## src/rtl/serial_word_assembler_pkg.sv

```systemverilog
// rtl/serial_word_assembler_pkg.sv - shared types and defaults for the serial word assembler
package serial_word_assembler_pkg;

  // Handshake FSM encodings: COLLECT accepts bits, STALL holds the last partial bit
  typedef enum logic {
    ST_COLLECT = 1'b0,
    ST_STALL   = 1'b1
  } state_t;

  localparam int DEFAULT_WIDTH     = 8;
  localparam bit DEFAULT_MSB_FIRST = 1'b1;

endpackage

```

## src/rtl/serial_word_assembler_dff_en.sv

```systemverilog
// rtl/serial_word_assembler_dff_en.sv - width-parameterised enable register with synchronous reset
module serial_word_assembler_dff_en #(
  parameter int WIDTH = 8
) (
  input  logic             clock,
  input  logic             reset,
  input  logic             en,
  input  logic [WIDTH-1:0] d,
  output logic [WIDTH-1:0] q
);

  logic [WIDTH-1:0] r_q;

  // Load d when enabled; reset clears to zero
  always_ff @(posedge clock) begin
    if (reset) begin
      r_q <= '0;
    end else if (en) begin
      r_q <= d;
    end
  end

  assign q = r_q;

endmodule

```

## src/rtl/serial_word_assembler.sv

```systemverilog
// rtl/serial_word_assembler.sv - single-bit stream deserializer with double-buffered word output
module serial_word_assembler
  import serial_word_assembler_pkg::*;
#(
  parameter int WIDTH     = DEFAULT_WIDTH,
  parameter bit MSB_FIRST = DEFAULT_MSB_FIRST,
  localparam int CNT_W    = $clog2(WIDTH)
) (
  input  logic             clock,
  input  logic             reset,
  input  logic             bit_in,
  input  logic             bit_valid,
  output logic             bit_ready,
  input  logic             clear,
  output logic [WIDTH-1:0] word_out,
  output logic             word_valid,
  input  logic             word_ready,
  output logic [CNT_W-1:0] bit_count
);

  localparam logic [CNT_W-1:0] LAST_COUNT = CNT_W'(WIDTH - 1);

  logic [CNT_W-1:0] r_count;
  logic             r_word_valid;
  state_t           r_state;
  state_t           w_state_next;

  logic [WIDTH-1:0] w_shreg;
  logic [WIDTH-1:0] w_shreg_next;
  logic [WIDTH-1:0] w_shreg_d;
  logic             w_shreg_en;

  logic w_ready;
  logic w_accept;
  logic w_shift;
  logic w_last;
  logic w_complete;
  logic w_take;
  logic w_stall_cond;

  // Handshake qualifiers; clear overrides any accept in the same cycle
  assign w_last       = (r_count == LAST_COUNT);
  assign w_accept     = bit_valid & w_ready;
  assign w_shift      = w_accept & ~clear;
  assign w_complete   = w_shift & w_last;
  assign w_take       = r_word_valid & word_ready;
  assign w_stall_cond = w_last & r_word_valid & ~word_ready;

  // Next shift-register value for the configured bit order
  generate
    if (MSB_FIRST) begin : g_msb_first
      assign w_shreg_next = {w_shreg[WIDTH-2:0], bit_in};
    end else begin : g_lsb_first
      assign w_shreg_next = {bit_in, w_shreg[WIDTH-1:1]};
    end
  endgenerate

  // Shift register only moves on a real accept, so bit_in is ignored while bit_valid is low
  assign w_shreg_en = w_shift | clear;
  assign w_shreg_d  = clear ? '0 : w_shreg_next;

  serial_word_assembler_dff_en #(
    .WIDTH(WIDTH)
  ) u_shreg (
    .clock(clock),
    .reset(reset),
    .en   (w_shreg_en),
    .d    (w_shreg_d),
    .q    (w_shreg)
  );

  // Output word loads the full word (partial plus completing bit) on the completing edge
  serial_word_assembler_dff_en #(
    .WIDTH(WIDTH)
  ) u_word (
    .clock(clock),
    .reset(reset),
    .en   (w_complete),
    .d    (w_shreg_next),
    .q    (word_out)
  );

  // Bit counter: wraps on the completing bit, zeroed by clear
  always_ff @(posedge clock) begin
    if (reset || clear) begin
      r_count <= '0;
    end else if (w_shift) begin
      r_count <= w_last ? '0 : r_count + CNT_W'(1);
    end
  end

  // word_valid: a new word wins over a simultaneous take so there is no bubble
  always_ff @(posedge clock) begin
    if (reset) begin
      r_word_valid <= 1'b0;
    end else if (w_complete) begin
      r_word_valid <= 1'b1;
    end else if (w_take) begin
      r_word_valid <= 1'b0;
    end
  end

  // FSM state register
  always_ff @(posedge clock) begin
    if (reset) begin
      r_state <= ST_COLLECT;
    end else begin
      r_state <= w_state_next;
    end
  end

  // FSM next state and bit_ready; in STALL the output is full, so only a take frees it
  always_comb begin
    w_state_next = r_state;
    w_ready      = 1'b1;
    case (r_state)
      ST_COLLECT: begin
        w_ready = ~w_stall_cond;
        if (!clear && w_stall_cond && !w_accept) begin
          w_state_next = ST_STALL;
        end
      end
      ST_STALL: begin
        w_ready = word_ready;
        if (clear || w_take) begin
          w_state_next = ST_COLLECT;
        end
      end
      default: begin
        w_state_next = ST_COLLECT;
      end
    endcase
  end

  assign bit_ready  = w_ready;
  assign word_valid = r_word_valid;
  assign bit_count  = r_count;

endmodule
```

## config.mk

```make
export PLATFORM = sky130hd
export DESIGN_NAME = serial_word_assembler
export DESIGN_NICKNAME = d
export VERILOG_FILES = /design/src/rtl/serial_word_assembler_pkg.sv /design/src/rtl/serial_word_assembler_dff_en.sv /design/src/rtl/serial_word_assembler.sv
export SDC_FILE = /design/constraint.sdc
export NUM_CORES = 1
export LEC_CHECK = 0
export ABC_CLOCK_PERIOD_IN_PS = 3100
export BUFFER_PORTS_ARGS = -buffer_cell sky130_fd_sc_hd__buf_2
export CORE_MARGIN = 4
export CORE_UTILIZATION = 50
export DETAILED_ROUTE_END_ITERATION = 7
export PLACE_DENSITY = 0.74
export SLEW_MARGIN = 20
export SYNTH_ARGS = -nofsm -noshare
export SYNTH_HDL_FRONTEND = slang
export SYNTH_SLANG_ARGS = --single-unit
```

## constraint.sdc

```tcl
create_clock -name clock -period 3.1 [get_ports clock]
set_input_delay 0.155 -clock clock [delete_from_list [all_inputs] [get_ports clock]]
set_output_delay 0.155 -clock clock [all_outputs]
set_load 0.05 [all_outputs]
```

# Yosys cells after proc, flatten, opt, wreduce, memory -nomap -nowiden
# Index checks and enable logic that the tools add are counted.
dict set report totals {
  register_bits 20
  output_inout_bits 13
  elab_cells 33
}
dict set report op_classes {
  add_sub_neg 1
  n_eq_ne 1
  mux 8
  bitwise_logic 11
  n_reduce_logical 7
}
# operator n
set op_table {}
lappend op_table {{$mux 7} 1}
lappend op_table {{$and 1x1->1} 6}
lappend op_table {{$mux 1} 4}
lappend op_table {{$not 1->1} 4}
lappend op_table {{$pmux 1 s2} 2}
lappend op_table {{$add 3x1->3 const B} 1}
lappend op_table {{$eq 3x3->1 const B} 1}
lappend op_table {{$mux 3} 1}
lappend op_table {{$logic_and 1x1->1} 2}
lappend op_table {{$logic_not 1->1} 2}
lappend op_table {{$logic_or 1x1->1} 2}
lappend op_table {{$reduce_bool 2->1} 1}
lappend op_table {{$or 1x1->1} 1}

# Depth between registers and ports, before layout
dict set report logic_depth {
  ltp_word 10
  ltp_mapped 6
  ltp_nobuf 5
}

# By module
# From an unflattened synthesis, not the netlist that was laid out.
dict set report hier_totals {
  cells_unflattened 89
  hier_area_um2 897.1
}
# module n_inst cells_per_inst area_per_inst_um2 seq_area_each_um2
set modules_own_cells {}
lappend modules_own_cells {serial_word_assembler_dff_en 2 26 285.3 160.2}
lappend modules_own_cells {serial_word_assembler 1 37 326.6 100.1}

# Worst setup path after synthesis
# Ideal clock, no wire load.
dict set report synth_path {
  kind {register to register}
  startpoint {reg r_count[0] (netlist: bit_count[0])}
  endpoint {reg r_count[0] (netlist: bit_count[0])}
  setup_time_ps 86
  arrival_time_ps 1828
  t_required_ps 3014
  path_slack_ps 1186
  stages_incl_launch_ff 7
  period_less_slack_ps 1914
  cell_sequence {dfxtp_1 -> ha_1 -> ha_1 -> and3b_1 -> clkbuf_1 -> o31ai_1 -> a221oi_2}
}
dict set report synth_between {
  elab_chain_len 7
}
# item line_no
set synth_rtl {}
lappend synth_rtl {{from (decl)} serial_word_assembler.sv:23} ;# logic [CNT_W-1:0] r_count;
lappend synth_rtl {{from (signal assigned)} serial_word_assembler.sv:88} ;# r_count <= w_last ? '0 : r_count + CNT_W'(1);
lappend synth_rtl {{$eq 3x3->1} serial_word_assembler.sv:42} ;# assign w_last = (r_count == LAST_COUNT);
lappend synth_rtl {{$and 1x1->1 (2 in series)} serial_word_assembler.sv:47} ;# assign w_stall_cond = w_last & r_word_valid & ~word_ready;
lappend synth_rtl {{$not 1->1} serial_word_assembler.sv:118} ;# w_ready = ~w_stall_cond;
lappend synth_rtl {{$pmux 1 s2} serial_word_assembler.sv:116} ;# case (r_state)
lappend synth_rtl {{$and 1x1->1} serial_word_assembler.sv:43} ;# assign w_accept = bit_valid & w_ready;
lappend synth_rtl {{$and 1x1->1} serial_word_assembler.sv:44} ;# assign w_shift = w_accept & ~clear;
# Parallel ways exist; a longest one is shown, timed or not.
# A chain may end at the register's enable or synchronous reset.

# Final worst setup path
dict set report layout_path {
  startpoint {reg r_count[0] (netlist: bit_count[0])}
  endpoint {out bit_ready}
}
dict set report layout_between {
  elab_chain_len 5
}
# item line_no
set layout_rtl {}
lappend layout_rtl {{$eq 3x3->1} serial_word_assembler.sv:42}
lappend layout_rtl {{$and 1x1->1 (2 in series)} serial_word_assembler.sv:47}
lappend layout_rtl {{$not 1->1} serial_word_assembler.sv:118}
lappend layout_rtl {{$pmux 1 s2} serial_word_assembler.sv:116}
lappend layout_rtl {{to (decl)} serial_word_assembler.sv:13} ;# output logic bit_ready,
# Every way passes these cells.

==> out/metrics.csv <==
stage,metric,value,unit
power,clock share of power,0.298,
detailed_routing,DRC,0,
place,Buffers on Ports,18,
clocking,CTS Buf Count,3,
worst_setup_path,RR Endpoint,bit_count[0],
power,worst vdd ir,0.000210,V
sta,"Min Clock Period, post-route",1950,ps
synth,Yosys cell types,20,
place,Placed Cells incl. Taps,133,
worst_setup_path,crit-path cells,ha_1 -> ha_1 -> a21oi_1 -> buf_4 -> or2_2 -> buf_2,
synth,Syn Inst Count,99,
global_route,first-pass GRT wire length,3390,um
global_route,"Remaining Overflow, GRT",0,
floorplanning,core area,1590,sq um
sta,slew margin rel.,0.469,
power,P_sw,0.0923,mW
detailed_routing,drt pass-1 iters,4,
power,Switching Fraction,0.229,
clocking,CTS root buf,clkbuf_4,
worst_setup_path,critical path endpoint category,primary output,
detailed_routing,Post-DRT Antenna Nets,0,
sta,FMAX,512,MHz
sta,Slew Limit Fails,0,
worst_setup_path,CP max stage delay,400,ps
detailed_routing,DR vias,808,
synth,"Seq/Total Area, Yosys",0.453,
outcome,status,"finished, final reports clean",
finish,Util after Layout,0.627,
sta,final setup vio count,0,
finish,ratio of cells with drive above 1 in the final layout,0.232,
power,P_int,0.310,mW
finish,"Cell Count, Final, Fillers Out",136,
floorplanning,die height,50.0,um
floorplanning,std cell rows,14,
job,Max-Cap Viols,0,
sta,period utilization,0.630,
clocking,maximum clock insertion buffer count,2,
worst_setup_path,worst setup path end,bit_ready,
worst_setup_path,CP most frequent cell,ha_1,
place,pre-CTS WS,1210,ps
power,pwr dens,403,nW/um^2
detailed_routing,final wirelength,2040,um
worst_setup_path,"Data arrival, critical path",1800,ps
clocking,worst skew pair latency,300,ps
finish,number of fill cells in the layout,143,
sta,Layout Skew,9.95,ps
hold_path,Hold Path Class,in -> reg,
synth,syn_nets,107,
worst_setup_path,crit path launch,bit_count[0],
clocking,postcts setup bufs,0,
power,sequential share of power,0.644,
floorplanning,IO Pins,19,
synth,syn_area_per_cell,8.92,sq um
clocking,Clock Pin Slew Worst Setup and Hold Paths,110,ps
finish,ANT cells,0,
worst_setup_path,Worst R2R Setup Slack,1190,ps
floorplanning,DIE AREA,2500,sq um
sta,RSZ-0062 raised after global routing,no,
detailed_routing,Starting DRT DRC Count,16,
global_route,pin count of the biggest net entering global routing,17,
worst_setup_path,worst reg2reg path startpoint,bit_count[0],
sta,setup_tns,0,ps
clocking,htree depth,1,
place,GP Congestion,0.765,
worst_setup_path,worst reg-to-reg path cell count,5,
floorplanning,Initial Utilization,0.554,
worst_setup_path,Worst Path Required,2940,ps
worst_setup_path,crit-path max FO,11,
clocking,CTS resizes,0,
synth,Mapped Area,883,sq um
worst_setup_path,CP max stage cell,dfxtp_1,
global_route,Tot GR Track Use,0.178,
worst_setup_path,CP Launch Type,flop,
power,static leakage,0.401,nW
sta,worst hold slack,114,ps
detailed_routing,routed len/inst,15.0,um
finish,Final #Nets,122,
detailed_routing,Via density,5.94,
synth,YS warnings,0,
clocking,TritonCTS clock tree,built,
sta,worst setup margin,1150,ps
clocking,"Hold-fix buffers, CTS",0,
place,post-DP HPWL,1400,um
worst_setup_path,Crit Path Category,reg -> out,
floorplanning,Die Width,50.0,um
clocking,clock sink count,20,
sta,Worst-Margin Slew,795,ps
global_route,initial antenna violation count,0,
global_route,vias in the first global route,733,
finish,synthesis-to-layout area growth,13.2,%
sta,Final Hold Viols,0,
power,Logic pwr share,0.058,
synth,#FFs+latches synth,20,
==> power groups by stage <==
stage | Clock [mW] | Combinational [mW] | Sequential, mW
floorplan | 0 | 0.0133 | 0.268
global placement | 0 | 0.0227 | 0.265
detailed placement | 0 | 0.0229 | 0.265
CTS | 0.120 | 0.0229 | 0.259
global route | 0.138 | 0.0251 | 0.260
finish | 0.120 | 0.0233 | 0.259
==> worst min-delay path by stage <==
| stage | from | endpoint | slack (ps) | cells past startpoint |
|---|---|---|---|---|
| 6_report | bit_in | u_word.q[0] | 110 | 3 |
| 5_1_grt | bit_in | u_word.q[0] | 110 | 3 |
| 4_1_cts | bit_in | u_word.q[0] | 110 | 3 |
| 3_5_place_dp | bit_in | u_word.q[0] | 440 | 3 |
| 3_3_place_gp | bit_in | u_word.q[0] | 430 | 3 |
| 2_1_floorplan | bit_in | u_word.q[0] | 300 | 2 |
==> Yosys cell counts (all sizes together) <==
cell type / count / area share
dfxtp: 20 / 0.45
a21oi: 19 / 0.11
o31ai: 10 / 0.085
clkbuf: 9 / 0.038
o211ai: 9 / 0.076
nand3: 8 / 0.045
o21ai: 8 / 0.045
and3b: 2 / 0.020
ha: 2 / 0.028
or2: 2 / 0.014
a211oi: 1 / 0.0085
a221oi: 1 / 0.017
and2b: 1 / 0.0085
clkinv: 1 / 0.0042
nand3b: 1 / 0.0085
nor2: 1 / 0.0042
nor2b: 1 / 0.0071
o21ba: 1 / 0.011
o21bai: 1 / 0.0085
or4: 1 / 0.0085
==> layout make-up <==
cell class	instances	area [sq um]	share of cell area
Tap cell	24	30.0	0.0300
Inverter	1	3.75	0.00375
Multi-Input combinational cell	69	445	0.446
Sequential cell	20	400	0.401
Clock buffer	3	22.5	0.0225
Timing Repair Buffer	19	97.6	0.0976
==> sequential cells by signal, indices dropped and copies added, names as in the netlist <==
| register | cells |
|---|---|
| bit_count | 3 |
| u_word.q | 8 |
| u_shreg.q | 7 |
| r_state | 1 |
| word_valid | 1 |
==> worst max-delay path, delay by kind of cell (launching register included) <==
kind	cells	cell delay [ps]
flip-flops	1	400
AO/OA/AOI/OAI	1	80
AND/OR/NAND/NOR	1	270
buffers and inverters	2	390
adder cells (fa/ha/maj)	2	360
==> stage by stage <==
stage | power, mW | cell area [sq um]
6_report | 0.402 | 1000
3_3_place_gp | 0.288 | 977
5_1_grt | 0.423 | 1000
2_1_floorplan | 0.281 | 883
3_5_place_dp | 0.288 | 977
4_1_cts | 0.402 | 1000
==> cell usage in the layout (no fill, tap or decap) <==
| cell | Yosys | routed |
|---|---|---|
| and3b_1 | 2 | 2 |
| o211ai_1 | 9 | 9 |
| dfxtp_1 | 20 | 20 |
| buf_2 | 0 | 18 |
| o21ai_0 | 8 | 8 |
| buf_4 | 0 | 1 |
| or2_2 | 2 | 2 |
| nand3b_1 | 1 | 1 |
| nor2b_1 | 1 | 1 |
| nand3_1 | 8 | 8 |
| a21oi_1 | 19 | 19 |
| clkinv_1 | 1 | 1 |
| a211oi_1 | 1 | 1 |
| or4_1 | 1 | 1 |
| and2b_1 | 1 | 1 |
| o31ai_1 | 10 | 10 |
| a221oi_2 | 1 | 1 |
| nor2_1 | 1 | 1 |
| ha_1 | 2 | 2 |
| o21bai_1 | 1 | 1 |
| clkbuf_4 | 0 | 3 |
| o21ba_2 | 1 | 1 |
==> cell families after synthesis <==
logic type | synth area share
adders and majority gates | 0.0283
and+or+nand+nor | 0.116
buffers and inverters | 0.0425
DFF | 0.453
AOI/OAI and AO/OA | 0.360
==> routing by layer <==
metal  part of all wire  track usage  vias to the layer above
met5                  0            0                        -
met4              0.011       0.0691                        0
met3              0.064       0.0392                        4
met2               0.46        0.285                       29
met1               0.47        0.228                      370
li1                   -            -                      405
Note: power is estimated with default switching activity, not from simulation.
